==> src/rtl/vpg_pkg.sv <==
// Shared types and defaults for the video-mode sequencer: FSM states, mode codes, timing defaults.
// No logic here; imported by the sequencer top.
`timescale 1ns/1ps
package vpg_pkg;

    typedef enum logic [3:0] {
        ST_INIT,
        ST_IDLE,
        ST_DEBOUNCE,
        ST_BLANK,
        ST_APPLY,
        ST_WAIT_UNLOCK,
        ST_WAIT_LOCK,
        ST_SETTLE,
        ST_FAIL
    } state_t;

    localparam logic [3:0] MODE_640X480   = 4'd0;
    localparam logic [3:0] MODE_720X480   = 4'd1;
    localparam logic [3:0] MODE_1024X768  = 4'd2;
    localparam logic [3:0] MODE_1280X1024 = 4'd3;
    localparam logic [3:0] MODE_1920X1080 = 4'd4;
    localparam logic [3:0] MODE_DEFAULT   = MODE_640X480;

    localparam int unsigned DEF_STABLE_CYCLES = 1000000;
    localparam int unsigned DEF_BLANK_CYCLES  = 16;
    localparam int unsigned DEF_UNLOCK_WAIT   = 1024;
    localparam int unsigned DEF_LOCK_TIMEOUT  = 5000000;
    localparam int unsigned DEF_SETTLE_CYCLES = 256;
    localparam int unsigned DEF_MAX_RETRY     = 3;

endpackage

==> src/rtl/vpg_sync.sv <==
// Two-flop synchronizer for asynchronous level inputs; 2-cycle latency, no flow control.
`timescale 1ns/1ps
module vpg_sync #(
    parameter int WIDTH = 1
) (
    input  logic             clk,
    input  logic             rst_n,
    input  logic [WIDTH-1:0] i_d,
    output logic [WIDTH-1:0] o_q
);

    logic [WIDTH-1:0] r_meta;
    logic [WIDTH-1:0] r_sync;

    always_ff @(posedge clk or negedge rst_n) begin
        if (!rst_n) begin
            r_meta <= '0;
            r_sync <= '0;
        end else begin
            r_meta <= i_d;
            r_sync <= r_meta;
        end
    end

    assign o_q = r_sync;

endmodule

==> src/rtl/vpg_mode_sequencer.sv <==
// Debounces the requested video mode, blanks video, applies the mode and supervises the pixel-PLL relock.
// mode and the registered mode_change pulse update together on the edge leaving APPLY.
`timescale 1ns/1ps
module vpg_mode_sequencer
    import vpg_pkg::*;
#(
    parameter int unsigned STABLE_CYCLES = DEF_STABLE_CYCLES,
    parameter int unsigned BLANK_CYCLES  = DEF_BLANK_CYCLES,
    parameter int unsigned UNLOCK_WAIT   = DEF_UNLOCK_WAIT,
    parameter int unsigned LOCK_TIMEOUT  = DEF_LOCK_TIMEOUT,
    parameter int unsigned SETTLE_CYCLES = DEF_SETTLE_CYCLES,
    parameter int unsigned MAX_RETRY     = DEF_MAX_RETRY
) (
    input  logic       clk_50,
    input  logic       reset_n,
    input  logic [3:0] mode_req,
    input  logic       pll_locked,
    output logic [3:0] mode,
    output logic       mode_change,
    output logic       blank,
    output logic       busy,
    output logic       error
);

    localparam logic [31:0] L_INIT_LAST    = 32'd2;
    localparam logic [31:0] L_STABLE_LAST  = 32'(STABLE_CYCLES - 1);
    localparam logic [31:0] L_BLANK_LAST   = 32'(BLANK_CYCLES - 1);
    localparam logic [31:0] L_UNLOCK_LAST  = 32'(UNLOCK_WAIT - 1);
    localparam logic [31:0] L_TIMEOUT_LAST = 32'(LOCK_TIMEOUT - 1);
    localparam logic [31:0] L_SETTLE_LAST  = 32'(SETTLE_CYCLES - 1);
    localparam logic [7:0]  L_MAX_RETRY    = 8'(MAX_RETRY);

    state_t      r_state, w_state_nxt;
    logic [3:0]  r_cand, w_cand_nxt;
    logic [3:0]  r_mode, w_mode_nxt;
    logic [31:0] r_cnt, w_cnt_nxt;
    logic [7:0]  r_retry, w_retry_nxt;
    logic        r_error, w_error_nxt;
    logic        r_mode_change, w_pulse;
    logic        r_lock_q;
    logic [3:0]  w_req_s;
    logic        w_lock_s;
    logic        w_lock_fall;

    vpg_sync #(.WIDTH(4)) u_sync_req (
        .clk   (clk_50),
        .rst_n (reset_n),
        .i_d   (mode_req),
        .o_q   (w_req_s)
    );

    vpg_sync #(.WIDTH(1)) u_sync_lock (
        .clk   (clk_50),
        .rst_n (reset_n),
        .i_d   (pll_locked),
        .o_q   (w_lock_s)
    );

    // A lock that was already low before the pulse proves nothing; only a fresh drop ends WAIT_UNLOCK early.
    assign w_lock_fall = r_lock_q & ~w_lock_s;

    always_ff @(posedge clk_50 or negedge reset_n) begin
        if (!reset_n) begin
            r_state       <= ST_INIT;
            r_cand        <= MODE_DEFAULT;
            r_mode        <= MODE_DEFAULT;
            r_cnt         <= '0;
            r_retry       <= '0;
            r_error       <= 1'b0;
            r_mode_change <= 1'b0;
            r_lock_q      <= 1'b0;
        end else begin
            r_state       <= w_state_nxt;
            r_cand        <= w_cand_nxt;
            r_mode        <= w_mode_nxt;
            r_cnt         <= w_cnt_nxt;
            r_retry       <= w_retry_nxt;
            r_error       <= w_error_nxt;
            r_mode_change <= w_pulse;
            r_lock_q      <= w_lock_s;
        end
    end

    always_comb begin
        w_state_nxt = r_state;
        w_cand_nxt  = r_cand;
        w_mode_nxt  = r_mode;
        w_retry_nxt = r_retry;
        w_error_nxt = r_error;
        w_pulse     = 1'b0;
        w_cnt_nxt   = (r_cnt == '1) ? r_cnt : r_cnt + 32'd1;

        case (r_state)
            ST_INIT: begin
                if (r_cnt == L_INIT_LAST) begin
                    w_cand_nxt  = w_req_s;
                    w_state_nxt = ST_BLANK;
                end
            end
            ST_IDLE, ST_FAIL: begin
                if (w_req_s != r_mode) begin
                    w_cand_nxt  = w_req_s;
                    w_state_nxt = ST_DEBOUNCE;
                end
            end
            ST_DEBOUNCE: begin
                if (w_req_s == r_mode) begin
                    w_state_nxt = ST_IDLE;
                end else if (w_req_s != r_cand) begin
                    w_cand_nxt = w_req_s;
                    w_cnt_nxt  = '0;
                end else if (r_cnt == L_STABLE_LAST) begin
                    w_state_nxt = ST_BLANK;
                end
            end
            ST_BLANK: begin
                if (r_cnt == L_BLANK_LAST) w_state_nxt = ST_APPLY;
            end
            ST_APPLY: begin
                w_mode_nxt  = r_cand;
                w_pulse     = 1'b1;
                w_retry_nxt = '0;
                w_state_nxt = ST_WAIT_UNLOCK;
            end
            ST_WAIT_UNLOCK: begin
                if (w_lock_fall || r_cnt == L_UNLOCK_LAST) w_state_nxt = ST_WAIT_LOCK;
            end
            ST_WAIT_LOCK: begin
                if (w_lock_s) begin
                    w_state_nxt = ST_SETTLE;
                end else if (r_cnt == L_TIMEOUT_LAST) begin
                    if (r_retry < L_MAX_RETRY) begin
                        w_retry_nxt = r_retry + 8'd1;
                        w_pulse     = 1'b1;
                        w_state_nxt = ST_WAIT_UNLOCK;
                    end else begin
                        w_error_nxt = 1'b1;
                        w_state_nxt = ST_FAIL;
                    end
                end
            end
            ST_SETTLE: begin
                if (!w_lock_s) begin
                    w_state_nxt = ST_WAIT_LOCK;
                end else if (r_cnt == L_SETTLE_LAST) begin
                    w_error_nxt = 1'b0;
                    w_state_nxt = ST_IDLE;
                end
            end
            default: w_state_nxt = ST_INIT;
        endcase

        if (w_state_nxt != r_state) w_cnt_nxt = '0;
    end

    assign mode        = r_mode;
    assign mode_change = r_mode_change;
    assign error       = r_error;
    assign blank       = !(r_state == ST_IDLE || r_state == ST_DEBOUNCE);
    assign busy        = !(r_state == ST_IDLE || r_state == ST_FAIL);

endmodule

==> config.mk <==
export PLATFORM = sky130hd
export DESIGN_NAME = vpg_mode_sequencer
export DESIGN_NICKNAME = d
export VERILOG_FILES = /design/src/rtl/vpg_pkg.sv /design/src/rtl/vpg_sync.sv /design/src/rtl/vpg_mode_sequencer.sv
export SDC_FILE = /design/constraint.sdc
export NUM_CORES = 1
export LEC_CHECK = 0
export CELL_PAD_IN_SITES_DETAIL_PLACEMENT = 1
export CELL_PAD_IN_SITES_GLOBAL_PLACEMENT = 1
export CORE_AREA = 5 5 92 94
export DETAILED_ROUTE_END_ITERATION = 8
export DIE_AREA = 0 0 97 99
export DONT_BUFFER_PORTS = 1
export PLACE_DENSITY = 0.83
export SYNTH_ARGS = -nofsm -noshare
export SYNTH_HDL_FRONTEND = slang
export SYNTH_SLANG_ARGS = --single-unit
==> constraint.sdc <==
create_clock -name clk_50 -period 4.9 [get_ports clk_50]
set_input_delay 0.98 -clock clk_50 [delete_from_list [all_inputs] [get_ports clk_50]]
set_output_delay 0.98 -clock clk_50 [all_outputs]
set_load 0.01 [all_outputs]
==> qor.txt, run 1 <==
outcome: completed
first-pass GRT wire length: 14200 um
Top Layer Used: met4
total die area: 0.00960 mm2
Routed WL: 8180 um
residual DRC count: 0
Worst-path clk slew: 80 ps
post-CTS setup buffer count: 0
post-route cell area: 0.00384 mm2
Die Height: 99 um
DRT iter0 DRCs: 77
largest cells by area after synthesis: dfrtp_1 45%, xor2_1 5.9%, nor2_2 5.2%
Critical Setup Path Class: reg -> reg
Post-CTS Hold Buffers: 0
top-count cell post-synth: dfrtp_1
Tot GR Track Use: 0.184
power per cell area: 390 mW/mm2
Worst slew margin: 0.369
WP data required: 5130 ps
syn avg cell area: 10.3 um2
max cap viols: 0
Synth cell types: 52
drt first pass iters: 6
n_diodes: 0
Final Net Count: 356
WL per Instance: 18.1 um
register area share after synthesis: 0.454
Hold Vio Cnt, Final: 0
fin crit period: 3120 ps
post-route ant nets: 0
Initial Utilization: 0.474
RSZ-0062 raised after global routing: false
IO Pins: 15
PortBufs: 0
Synth Area in Compound Gates: 0.0611
TNS Setup: 0 ps
Post-DP Area: 0.00361 mm2
Final GP Congestion: 0.811
DPL Wire Length: 5760 um
# fillers: 817
register area: 0.00163 mm2
multi-input logic area: 0.00181 mm2
WL met3: 190 um
Synth Area in Simple Gates: 0.297
post-synthesis adder-cell area fraction: 0.0133
Skew-Pair Late Insertion Delay: 360 ps
share of layout cells above drive strength 1: 0.222
TritonCTS buffer count: 9
wire length on met2: 4150 um
total vias in the final route: 2619
Longest Clk Path Bufs: 2
Util after Layout: 0.507
Synth Flop Type: dfrtp_1
# clock sinks: 65
CP max FO: 10
wl on met1: 3610 um
Post-Syn Nets: 359
endpoints failing setup: 0
Area growth, synth to finish: 7.16%
root buffer cell: clkbuf_8
Post-synth EDFFs: 0
max-slew violations: 0
largest family of logic cells by synthesized area: simple AND/OR/NAND/NOR gates
Post-synth top cells: 65 x dfrtp_1, 31 x nor2_1, 30 x nor2_2
Tcrit/Tclk final: 0.637
Async S/R FF share, synth: 1.00
Post-Syn Instances: 349
htree depth: 3
Worst EP arrival: 3340 ps
leakage: 1.54 nW
Yosys warning total: 0
Congestion Overflow GR: 0
Vias/cell: 5.78
XOR/XNOR Fraction of Synth Area: 0.0978
Synth area leader: dfrtp_1
row count: 32
Setup crit end kind: flop
Synth Register Bits: 65
Die X: 97 um
initial antenna violation count: 0
Least-Margin Pin Slew: 934 ps
Startpoint Class: flop
worst clock skew: 12.3 ps
largest net degree at the start of global routing: 66
Yosys top cell area share: 0.454
Peak VDD IR: 0.213 mV
CTS-repair resized insts: 0
post-synthesis mux area share: 0.0363
Mapped Area: 0.00358 mm2
vias in the first global route: 2870
fmax: 321 MHz
Hold WC Path Type: in -> async
CTS tree: built
Core ar.: 0.00757 mm2
layout by cell type (no fill, tap or decap), types with 2 or more instances in the layout:
cell and count:
buf_4 2, inv_6 2, nor2_1 31, nand2b_1 4, and3_1 4, nand3_1 18, dfrtp_1 65, nand2_1 26
bufinv_16 2, a21oi_1 2, ha_1 3, nand4_1 19, nor3_2 4, and2_1 2, clkbuf_8 9, nor4_4 4
clkinv_4 2, and4_1 5, xnor2_1 16, mux2_2 9, nor3_1 7, nor2b_1 2, a31oi_1 3, xor2_1 24
inv_1 9, o31a_1 2, or4_1 4, nand4_2 2, or2_2 2, nor2_2 30, nor4_1 8, o21ai_0 7
metal layers:
layer,GRT usage,up-vias
met5,0,-
met1,0.226,1340
met3,0.0283,18
met4,0.0896,0
met2,0.317,40
li1,-,1221
cells by family (layout without fill, tap and decap cells):
family                   Yosys count  in the layout
XOR/XNOR                          40             40
AO/OA/AOI/OAI                     26             26
adder cells (fa/ha/maj)            4              4
buffers and inverters             25             27
multiplexers                      11             11
AND/OR/NAND/NOR                  178            178
flip-flops                        65             65
cell type report:
class	instances	share of cell area
Inverter	9	0.00880
Tap cell	102	0.0332
Clock buffer	9	0.0323
Clock inverter	7	0.0267
Timing Repair Buffer	2	0.00391
Multi-Input combinational cell	259	0.471
Sequential cell	65	0.424
path summary, 6_finish.rpt:
path | depth (start not counted) | from | slack [ps] | to
min | 0 | reset_n | 310 | r_cnt[1]
max reg2reg | 9 | r_cnt[0] | 1780 | r_cnt[11]
min in group clk_50 | 0 | u_sync_lock.r_meta | 350 | u_sync_lock.o_q
max | 9 | r_cnt[0] | 1780 | r_cnt[11]
min reg2reg | 0 | u_sync_lock.r_meta | 350 | u_sync_lock.o_q
max in group asynchronous | 0 | reset_n | 4490 | r_cnt[12]
report_power, final:
part           switching (mW)  internal (mW)  total, mW  leakage [nW]
combinational           0.196          0.117      0.313         0.578
clock                   0.234          0.291      0.526         0.110
sequential             0.0831          0.576      0.659         0.850
flip-flops by register name, summed over array words and instances (netlist names), 4 cells and up:
name,cells
mode,4
r_cand,4
r_cnt,32
r_retry,8
r_state,4
u_sync_req.o_q,4
u_sync_req.r_meta,4
worst max-delay path, stage by stage, from the launching register on:
cell and delay [ps]:
dfrtp_1 430, ha_1 240, nand3_1 170, nor3_2 510, nand4_1 530, and4_1 440, and2_1 250, nand3_1 140
xor2_1 240, nor2_2 50
metrics by stage:
| step | setup WS [ps] | total power [mW] | cells | hold WS, ps |
|---|---|---|---|---|
| after floorplan | 2360 | 0.954 | 349 | 331 |
| after global placement | 1900 | 0.965 | 437 | 332 |
| after detailed placement | 1830 | 0.982 | 437 | 336 |
| after CTS | 1780 | 1.51 | 453 | 295 |
| after global routing | 1550 | 1.58 | 453 | 293 |
| final | 1780 | 1.50 | 453 | 306 |
Power figures use the tool's default switching activity.
==> run 2: changes to the inputs <==
==> constraint.sdc (replaced) <==
create_clock -name clk_50 -period 3.25 [get_ports clk_50]
set_input_delay 0.65 -clock clk_50 [delete_from_list [all_inputs] [get_ports clk_50]]
set_output_delay 0.65 -clock clk_50 [all_outputs]
set_load 0.01 [all_outputs]
==> qor.txt, run 2 (synthesized netlist as in run 1, its figures left out) <==
fin crit period: 2900 ps (was 3120 ps)
most frequent cells in the layout: 65 x dfrtp_1, 31 x nor2_1, 30 x nor2_2, 26 x nand2_1, 24 x xor2_1 (unchanged)
total die area: 0.00960 mm2 (unchanged)
Die Height: 99 um (unchanged)
Reg power frac: 0.442 (was 0.440)
share of layout cells above drive strength 1: 0.255 (was 0.222)
Setup crit end kind: flop (unchanged)
initial antenna violation count: 0 (unchanged)
most flop-heavy register: r_cnt (unchanged)
Critical Setup Path Class: reg -> reg (unchanged)
root buffer cell: clkbuf_8 (unchanged)
Initial Utilization: 0.474 (unchanged)
WP data required: 3530 ps (was 5130 ps)
CP max-delay cell: or4_1 (was nand4_1)
residual DRC count: 0 (unchanged)
Routed WL: 8560 um (was 8180 um)
Least-Margin Pin Slew: 957 ps (was 934 ps)
n_diodes: 0 (unchanged)
drt first pass iters: 4 (was 6)
Final Net Count: 370 (was 356)
Hold WC Path Type: in -> async (unchanged)
endpoints failing setup: 0 (unchanged)
Hold Vio Cnt, Final: 0 (unchanged)
Largest regs: r_cnt (32), r_retry (8) (unchanged)
Tcrit/Tclk final: 0.892 (was 0.637)
commonest non-fill, non-tap cell in the layout: dfrtp_1 (unchanged)
max cap viols: 0 (unchanged)
CP delay by family, top: simple AND/OR/NAND/NOR gates (unchanged)
Congestion Overflow GR: 0 (unchanged)
Vias/cell: 5.70 (was 5.78)
TNS Setup: 0 ps (unchanged)
critical path cell sequence: nor4_2 -> nand4_2 -> or4_1 -> o21ai_2 -> or3_4 -> mux2i_2 -> o2111ai_4 -> buf_12 -> a211oi_1 (was ha_1 -> nand3_1 -> nor3_2 -> nand4_1 -> and4_1 -> and2_1 -> nand3_1 -> xor2_1 -> nor2_2)
sw frac: 0.372 (was 0.343)
Longest Clk Path Bufs: 2 (unchanged)
Core ar.: 0.00757 mm2 (unchanged)
post-route ant nets: 0 (unchanged)
TritonCTS buffer count: 9 (unchanged)
Comb pwr share: 0.264 (was 0.209)
largest net degree at the start of global routing: 66 (unchanged)
total vias in the final route: 2661 (was 2619)
vias in the first global route: 2835 (was 2870)
# clock sinks: 65 (unchanged)
P_sw: 0.830 mW (was 0.514 mW)
first-pass GRT wire length: 14700 um (was 14200 um)
max-slew violations: 0 (unchanged)
CP max FO: 10 (unchanged)
Die X: 97 um (unchanged)
htree depth: 3 (unchanged)
Final GP Congestion: 0.809 (was 0.811)
DPL Wire Length: 5900 um (was 5760 um)
Worst EP arrival: 3180 ps (was 3340 ps)
Peak VDD IR: 0.378 mV (was 0.213 mV)
Skew-Pair Late Insertion Delay: 360 ps (about the same)
Area growth, synth to finish: 9.95% (was 7.16%)
CTS tree: built (unchanged)
Final Power: 2.23 mW (was 1.50 mW)
row count: 32 (unchanged)
leakage: 1.60 nW (was 1.54 nW)
CP Buf/Inv Count: 1 (was 0)
Tot GR Track Use: 0.191 (was 0.184)
RSZ-0062 raised after global routing: false (unchanged)
Critical Path Max Stage Delay: 580 ps (was 530 ps)
WL per Instance: 18.3 um (was 18.1 um)
power per cell area: 566 mW/mm2 (was 390 mW/mm2)
fmax: 345 MHz (was 321 MHz)
max FFs per register: 32 (unchanged)
Worst-path clk slew: 80 ps (about the same)
PortBufs: 0 (unchanged)
IO Pins: 15 (unchanged)
Startpoint Class: flop (unchanged)
DRT iter0 DRCs: 116 (was 77)
worst clock skew: 8.50 ps (was 12.3 ps)
Clk pwr share: 0.294 (was 0.351)
P_int: 1.40 mW (was 0.984 mW)
outcome: completed (unchanged)
Worst slew margin: 0.354 (was 0.369)
run 2: cell types whose count changed in the layout (fill, tap and decap cells not counted):
cell / before / now
clkinvlp_4: 1 / 2
nor4_2: 1 / 2
nor4_1: 8 / 7
buf_16: 0 / 1
clkinv_4: 2 / 1
inv_6: 2 / 4
buf_4: 2 / 14
bufinv_16: 2 / 0
buf_12: 0 / 1
run 2: final cells by class:
class | instances | area (um2)
Tap cell | 102 | 128
Fill cell | 825 | 3630
Timing Repair Buffer | 16 | 153
Multi-Input combinational cell | 259 | 1820
Clock inverter | 7 | 58.8
Inverter | 9 | 33.8
Clock buffer | 9 | 124
Sequential cell | 65 | 1630
run 2: worst paths after layout:
| path | start | end | slack (ps) | cells past startpoint |
|---|---|---|---|---|
| worst max-delay path | r_cnt[21] | r_cnt[1] | 350 | 9 |
| min in group clk_50 | mode_req[2] | u_sync_req.r_meta[2] | 310 | 0 |
| max in group asynchronous | reset_n | r_cnt[14] | 2820 | 1 |
| worst max register to register | r_cnt[21] | r_cnt[1] | 350 | 9 |
| worst min-delay path | reset_n | r_retry[7] | 150 | 1 |
| worst min register to register | u_sync_lock.r_meta | u_sync_lock.o_q | 360 | 0 |
run 2: routing by layer:
layer  vias up  part of all wire  global-route usage
li1       1250                 -                   -
met1      1358              0.46               0.241
met2        36              0.50               0.327
met3        17             0.025              0.0290
met4         0             0.020              0.0799
met5         -                 0                   0
run 2: through the flow:
step | cells | util | hold WS [ps] | setup slack, ps | cell area (um2)
global route | 467 | 0.521 | 174 | 155 | 3940
finish | 467 | 0.521 | 150 | 351 | 3940
global placement | 449 | 0.489 | 332 | 265 | 3700
floorplan | 349 | - | 331 | 713 | 3580
detailed placement | 449 | 0.489 | 338 | 157 | 3700
CTS | 466 | 0.517 | 165 | 123 | 3910
run 2: power groups by stage:
stage | clock, mW | sequential (mW) | combinational, mW
2_1_floorplan | 0 | 0.943 | 0.496
3_3_place_gp | 0 | 0.995 | 0.505
3_5_place_dp | 0 | 0.998 | 0.526
4_1_cts | 0.670 | 0.985 | 0.557
5_1_grt | 0.706 | 0.997 | 0.646
6_report | 0.655 | 0.985 | 0.589
run 2: what timing repair did:
action	CTS	global route
gates resized for setup	0	1
endpoints found under the setup margin	0	16
endpoints found under the hold margin	65	0
hold buffers	1	0
setup buffers	0	1
